## src/rtl/tim_arb_sched.sv

```systemverilog
// tim_arb_sched: round-robin arbiter in front of one shared down-counting timer.
//
// A requester raises req_valid_i[k] with a tick count on req_cnt_i[k]. While the timer
// is idle, one requester is granted per cycle (req_ready_o one-hot, combinational).
// The grant loads the count and the timer counts it down, one tick every pscr_i
// clk_i cycles. At expiry a one-cycle done_o pulse goes to the owner and the sticky
// irq_o is set. The owner can cancel with abort_i.
//
// Ports:
//   clk_i        rising-edge clock
//   rst_i        synchronous active-high reset
//   pscr_i       tick period in clk_i cycles (0 and 1 both mean every cycle)
//   req_valid_i  per-requester timeout request
//   req_cnt_i    per-requester tick count, requester k at [k*CNT_WIDTH +: CNT_WIDTH]
//   req_ready_o  one-hot accept strobe (idle cycles only)
//   abort_i      per-requester cancel (only the current owner's bit matters)
//   irq_clr_i    clears irq_o
//   busy_o       timer owned (RUN or DONE)
//   gnt_id_o     current or last owner index
//   cnt_o        remaining ticks
//   done_o       one-cycle one-hot expiry pulse
//   irq_o        sticky expiry interrupt
module tim_arb_sched #(
    parameter int unsigned NUM_REQ    = 4,
    parameter int unsigned CNT_WIDTH  = 32,
    parameter int unsigned PSCR_WIDTH = 20
) (
    input  logic                         clk_i,
    input  logic                         rst_i,
    input  logic [PSCR_WIDTH-1:0]        pscr_i,
    input  logic [NUM_REQ-1:0]           req_valid_i,
    input  logic [NUM_REQ*CNT_WIDTH-1:0] req_cnt_i,
    output logic [NUM_REQ-1:0]           req_ready_o,
    input  logic [NUM_REQ-1:0]           abort_i,
    input  logic                         irq_clr_i,
    output logic                         busy_o,
    output logic [$clog2(NUM_REQ)-1:0]   gnt_id_o,
    output logic [CNT_WIDTH-1:0]         cnt_o,
    output logic [NUM_REQ-1:0]           done_o,
    output logic                         irq_o
);

    localparam int unsigned GW = $clog2(NUM_REQ);
    localparam logic [NUM_REQ-1:0] OneHot0 = NUM_REQ'(1);

    typedef enum logic [1:0] {
        StIdle,
        StRun,
        StDone
    } state_e;

    state_e                r_state;
    logic [CNT_WIDTH-1:0]  r_cnt;
    logic [PSCR_WIDTH-1:0] r_pscr;
    logic [GW-1:0]         r_gnt_id;
    logic [GW-1:0]         r_last_gnt;
    logic [NUM_REQ-1:0]    r_done;
    logic                  r_irq;

    logic                  w_any;
    logic                  w_found;
    logic [GW-1:0]         w_cand;
    logic [GW-1:0]         w_gnt;
    logic [CNT_WIDTH-1:0]  w_load_cnt;
    logic                  w_tick;
    logic                  w_abort;

    // Round-robin search starting just after the last owner.
    always_comb begin
        w_any   = |req_valid_i;
        w_found = 1'b0;
        w_cand  = '0;
        w_gnt   = '0;
        for (int unsigned i = 1; i <= NUM_REQ; i++) begin
            w_cand = GW'((32'(r_last_gnt) + i) % NUM_REQ);
            if (!w_found && req_valid_i[w_cand]) begin
                w_found = 1'b1;
                w_gnt   = w_cand;
            end
        end
    end

    always_comb begin
        w_load_cnt = '0;
        for (int unsigned k = 0; k < NUM_REQ; k++) begin
            if (w_gnt == GW'(k)) begin
                w_load_cnt = req_cnt_i[k*CNT_WIDTH +: CNT_WIDTH];
            end
        end
    end

    // ">=" rather than "==" so that shrinking pscr_i mid-period ticks at once instead
    // of running the prescaler round the full register range.
    assign w_tick  = (pscr_i <= PSCR_WIDTH'(1)) || (r_pscr >= pscr_i - PSCR_WIDTH'(1));
    assign w_abort = abort_i[r_gnt_id];

    always_ff @(posedge clk_i) begin
        if (rst_i) begin
            r_state    <= StIdle;
            r_cnt      <= '0;
            r_pscr     <= '0;
            r_gnt_id   <= '0;
            r_last_gnt <= GW'(NUM_REQ - 1);
            r_done     <= '0;
            r_irq      <= 1'b0;
        end else begin
            r_done <= '0;

            // Setting in DONE has priority over a coincident clear.
            if (r_state == StDone) begin
                r_irq <= 1'b1;
            end else if (irq_clr_i) begin
                r_irq <= 1'b0;
            end

            unique case (r_state)
                StIdle: begin
                    if (w_any) begin
                        r_cnt      <= w_load_cnt;
                        r_gnt_id   <= w_gnt;
                        r_last_gnt <= w_gnt;
                        r_pscr     <= '0;
                        if (w_load_cnt == '0) begin
                            r_state <= StDone;
                            r_done  <= OneHot0 << w_gnt;
                        end else begin
                            r_state <= StRun;
                        end
                    end
                end
                StRun: begin
                    // Abort wins over a coincident final tick.
                    if (w_abort) begin
                        r_state <= StIdle;
                        r_cnt   <= '0;
                        r_pscr  <= '0;
                    end else if (w_tick) begin
                        r_pscr <= '0;
                        r_cnt  <= r_cnt - CNT_WIDTH'(1);
                        if (r_cnt == CNT_WIDTH'(1)) begin
                            r_state <= StDone;
                            r_done  <= OneHot0 << r_gnt_id;
                        end
                    end else begin
                        r_pscr <= r_pscr + PSCR_WIDTH'(1);
                    end
                end
                StDone: begin
                    r_state <= StIdle;
                end
                default: begin
                    r_state <= StIdle;
                end
            endcase
        end
    end

    assign req_ready_o = ((r_state == StIdle) && w_any) ? (OneHot0 << w_gnt) : '0;
    assign busy_o      = (r_state != StIdle);
    assign gnt_id_o    = r_gnt_id;
    assign cnt_o       = r_cnt;
    assign done_o      = r_done;
    assign irq_o       = r_irq;

endmodule

```

## config.mk

```make
export PLATFORM = sky130hd
export DESIGN_NAME = tim_arb_sched
export DESIGN_NICKNAME = d
export VERILOG_FILES = /design/src/rtl/tim_arb_sched.sv
export SDC_FILE = /design/constraint.sdc
export NUM_CORES = 1
export LEC_CHECK = 0
export CAP_MARGIN = 40
export CORE_UTILIZATION = 46
export DETAILED_ROUTE_END_ITERATION = 6
export GPL_TIMING_DRIVEN = 0
export PLACE_DENSITY = 0.92
export SYNTH_ARGS = -nofsm -noshare
export SYNTH_HDL_FRONTEND = slang
export SYNTH_SLANG_ARGS = --single-unit
```

## constraint.sdc

```tcl
create_clock -name clk_i -period 4.55 [get_ports clk_i]
set_input_delay 0.91 -clock clk_i [delete_from_list [all_inputs] [get_ports clk_i]]
set_output_delay 0.91 -clock clk_i [all_outputs]
set_load 0.005 [all_outputs]
```

==> impl_metrics.tcl <==
set metrics [dict create \
    status "complete, but fails checks" \
    violations "DRC" \
    wirelength_um 21690 \
    worst_pin_slew_ns 0.6476 \
    arrival_ns 3.58 \
    start_kind "input port" \
    globalRouteOverflowTotal 0 \
    power.density_nw_per_um2 303.9 \
    synthXorXnorAreaFrac_pct 7.154 \
    firstDrtPassIters 7 \
    netlist-cell-type-count 61 \
    async_reset_ff_share_pct 0 \
    dp_hpwl_um 16450 \
    crit_buf_inv 4 \
    timing.hold.ws_ns 0.4706 \
    synth_edf_count 0 \
    clock_skew_ns 0.007832 \
    cp-end-kind "output port" \
    layout_min_cycle_time_ns 4.489 \
    cts_tree "yes" \
    io_buffers 202 \
    synth-seq-cells 63 \
    multi_input_area_sq_um 4053 \
    vias 7181 \
    diodes 0 \
    setup_slack_ns 0.06092 \
    chipHeight_um 111.4 \
    synth_area_leaders "dfxtp_1, a221oi_1, and3_1" \
    final_nets 1150 \
    dieArea_sq_um 12420 \
    startpoint "req_valid_i[3]" \
    path_clk_slew_ns 0.05 \
    h-tree-depth 3 \
    hold_class "reg -> reg" \
    grt_setup_unrepaired "yes" \
    worstSkewPairLatency_ns 0.33 \
    synth_top_area_cell "dfxtp_1" \
    r2r-start "r_last_gnt[1]" \
    wl_per_cell_um 19.49 \
    synth_nets 932 \
    synth_commonest_cells "nor2_1, and3_1, dfxtp_1" \
    finalWeightedCongestion 0.9370 \
    drive_gt1_share_pct 6.804 \
    drv_cap 0 \
    first_global_vias 6639 \
    coreArea_sq_um 11560 \
    finalCritPeriodShare_pct 98.66 \
    cts-buffers-inserted 9 \
    synth_compound_area_share_pct 26.69 \
    antenna_found_initial 0 \
    drv_slew 0 \
    clockBufferDepth 2 \
    drt_iter0_drc 1073 \
    cp_slowest_cell "clkdlybuf4s50_1" \
    yosys_warnings 0 \
    peakVddDrop_uv 216.2 \
    path_cells "clkdlybuf4s50_1, nand2b_1, a21boi_1, o21ai_4, clkbuf_1, buf_2, and3_1, clkdlybuf4s50_1" \
    clock_sinks 63 \
    fillCellCount 891 \
    seqCellArea_sq_um 1261 \
    synth_ff_type "dfxtp_1" \
    min_from "irq_o" \
    cp_max_fo 10 \
    crit_type "in -> out" \
    syn_avg_cell_area_sq_um 7.365 \
    grt_usage_pct 33.81 \
    final_antenna_net_count 0 \
    grt_pass1_wl_um 33470 \
    die_w_um 111.4 \
    clock.fmax_mhz 222.8 \
    synth.most_common_cell "nor2_1" \
    area_growth_pct 48.31 \
    setup_viol_count_final 0 \
    relSlewSlack_pct 56.83 \
    num_rows 39 \
    slowest_delay_ns 0.60 \
    syn_inst 748 \
    hold_viol_final 0 \
    cts_root_buf "clkbuf_16" \
    p_leak_nw 3.178 \
    crit_top_cell "clkdlybuf4s50_1" \
    grt_max_degree 11 \
    netlist_area_sq_um 5509 \
    drc_errors 7 \
    yosysTopAreaCellShare_pct 22.89 \
    ys_seq_area_share_pct 22.89 \
    yosys.area_share.simple_pct 31.86 \
    required_ns 3.64 \
    synthAdderAreaFrac_pct 5.678 \
    synth_top_family_by_area "simple AND/OR/NAND/NOR gates" \
    dp_slack_ns -1.136 \
    synthMuxAreaShare_pct 0.5678 \
    io_pins 203 \
    viasPerCell 6.452 \
    start_util_pct 47.64 \
    crit_family "buffers and inverters" \
]
-- registers in the layout (all words and copies together), names as in the netlist --
name,cells
cnt_o,32
irq_o,1
r_last_gnt,2
r_state,2
r_pscr,20
done_o,4
gnt_id_o,2
-- cell usage in the layout, fill, tap and decap left out, drive strengths merged, types with 10 or more instances in the layout --
cell type,instances
a211oi,10
a21oi,43
a221oi,61
and3,72
buf,22
clkbuf,48
clkdlybuf4s50,201
dfxtp,63
ha,25
inv,12
nand2,36
nand2b,12
nand3,17
nor2,84
nor3,63
nor4,12
o21ai,47
o22ai,13
xnor2,21
xor2,24
-- power by group --
| part | leakage, nW | total, mW | switching, mW | internal [mW] |
|---|---|---|---|---|
| clock network | 0.155 | 0.732 | 0.243 | 0.489 |
| registers | 0.516 | 0.683 | 0.0766 | 0.607 |
| logic | 2.51 | 1.07 | 0.569 | 0.498 |
-- cells by family (layout without fill, tap and decap cells) --
family                   count (synthesis)  count (layout)
buffers and inverters                   66             288
AO/OA/AOI/OAI                          212             212
multiplexers                             3               3
flip-flops                              63              63
XOR/XNOR                                45              45
AND/OR/NAND/NOR                        334             334
adder cells (fa/ha/maj)                 25              25
-- routing by layer --
layer	up-vias	global-route usage (%)	routed length, um
met5	-	0	0
met4	0	15.86	1047
met3	99	5.716	2090
met2	533	60.67	10520
met1	3264	39.08	8037
li1	3285	-	-
-- final timing paths --
kind                    endpoint  slack (ns)  cells past startpoint
setup / recovery  req_ready_o[1]        0.06                      8
setup reg to reg      r_state[1]        1.06                     11
hold reg to reg            irq_o        0.47                      2
hold / removal             irq_o        0.47                      2
-- what timing repair did --
| action | in CTS | in global routing |
|---|---|---|
| buffers inserted | 1 | 4 |
| gates resized for setup | 9 | 33 |
| pin swaps | 2 | 3 |
| endpoints found under the setup margin | 53 | 44 |
| hold buffers | 0 | 0 |
-- worst register-to-register path: stages, from the launching register on --
cell	delay, ns
dfxtp_1	0.30
buf_4	0.14
mux2i_1	0.24
o22a_1	0.25
o21ai_4	0.14
clkbuf_1	0.27
a221oi_1	0.54
o22ai_1	0.12
or4_1	0.50
nor4_4	0.53
nand2_1	0.15
a221oi_2	0.24
-- metrics by stage --
stage	utilization [%]	cells	area (sq um)	power (mW)	TNS, ns
after floorplan	-	748	5509	1.247	0
after global placement	66.67	1093	7710	1.681	-33.36
after detailed placement	66.67	1093	7710	1.692	-44.91
after CTS	69.78	1109	8070	2.433	0
after global routing	70.65	1113	8170	2.585	-0.09167
final	70.65	1113	8170	2.483	0
-- final cells by class --
type,instances,share of cell area [%]
plain buffers,54,3.155
clock buffers,11,2.971
clock inverters,4,0.8576
inverters,12,0.5513
multi-input cells,619,49.60
flip-flops and latches,63,15.44
well taps,143,2.190
repair buffers,207,25.24
No activity file was read; power rests on OpenSTA's default activity.
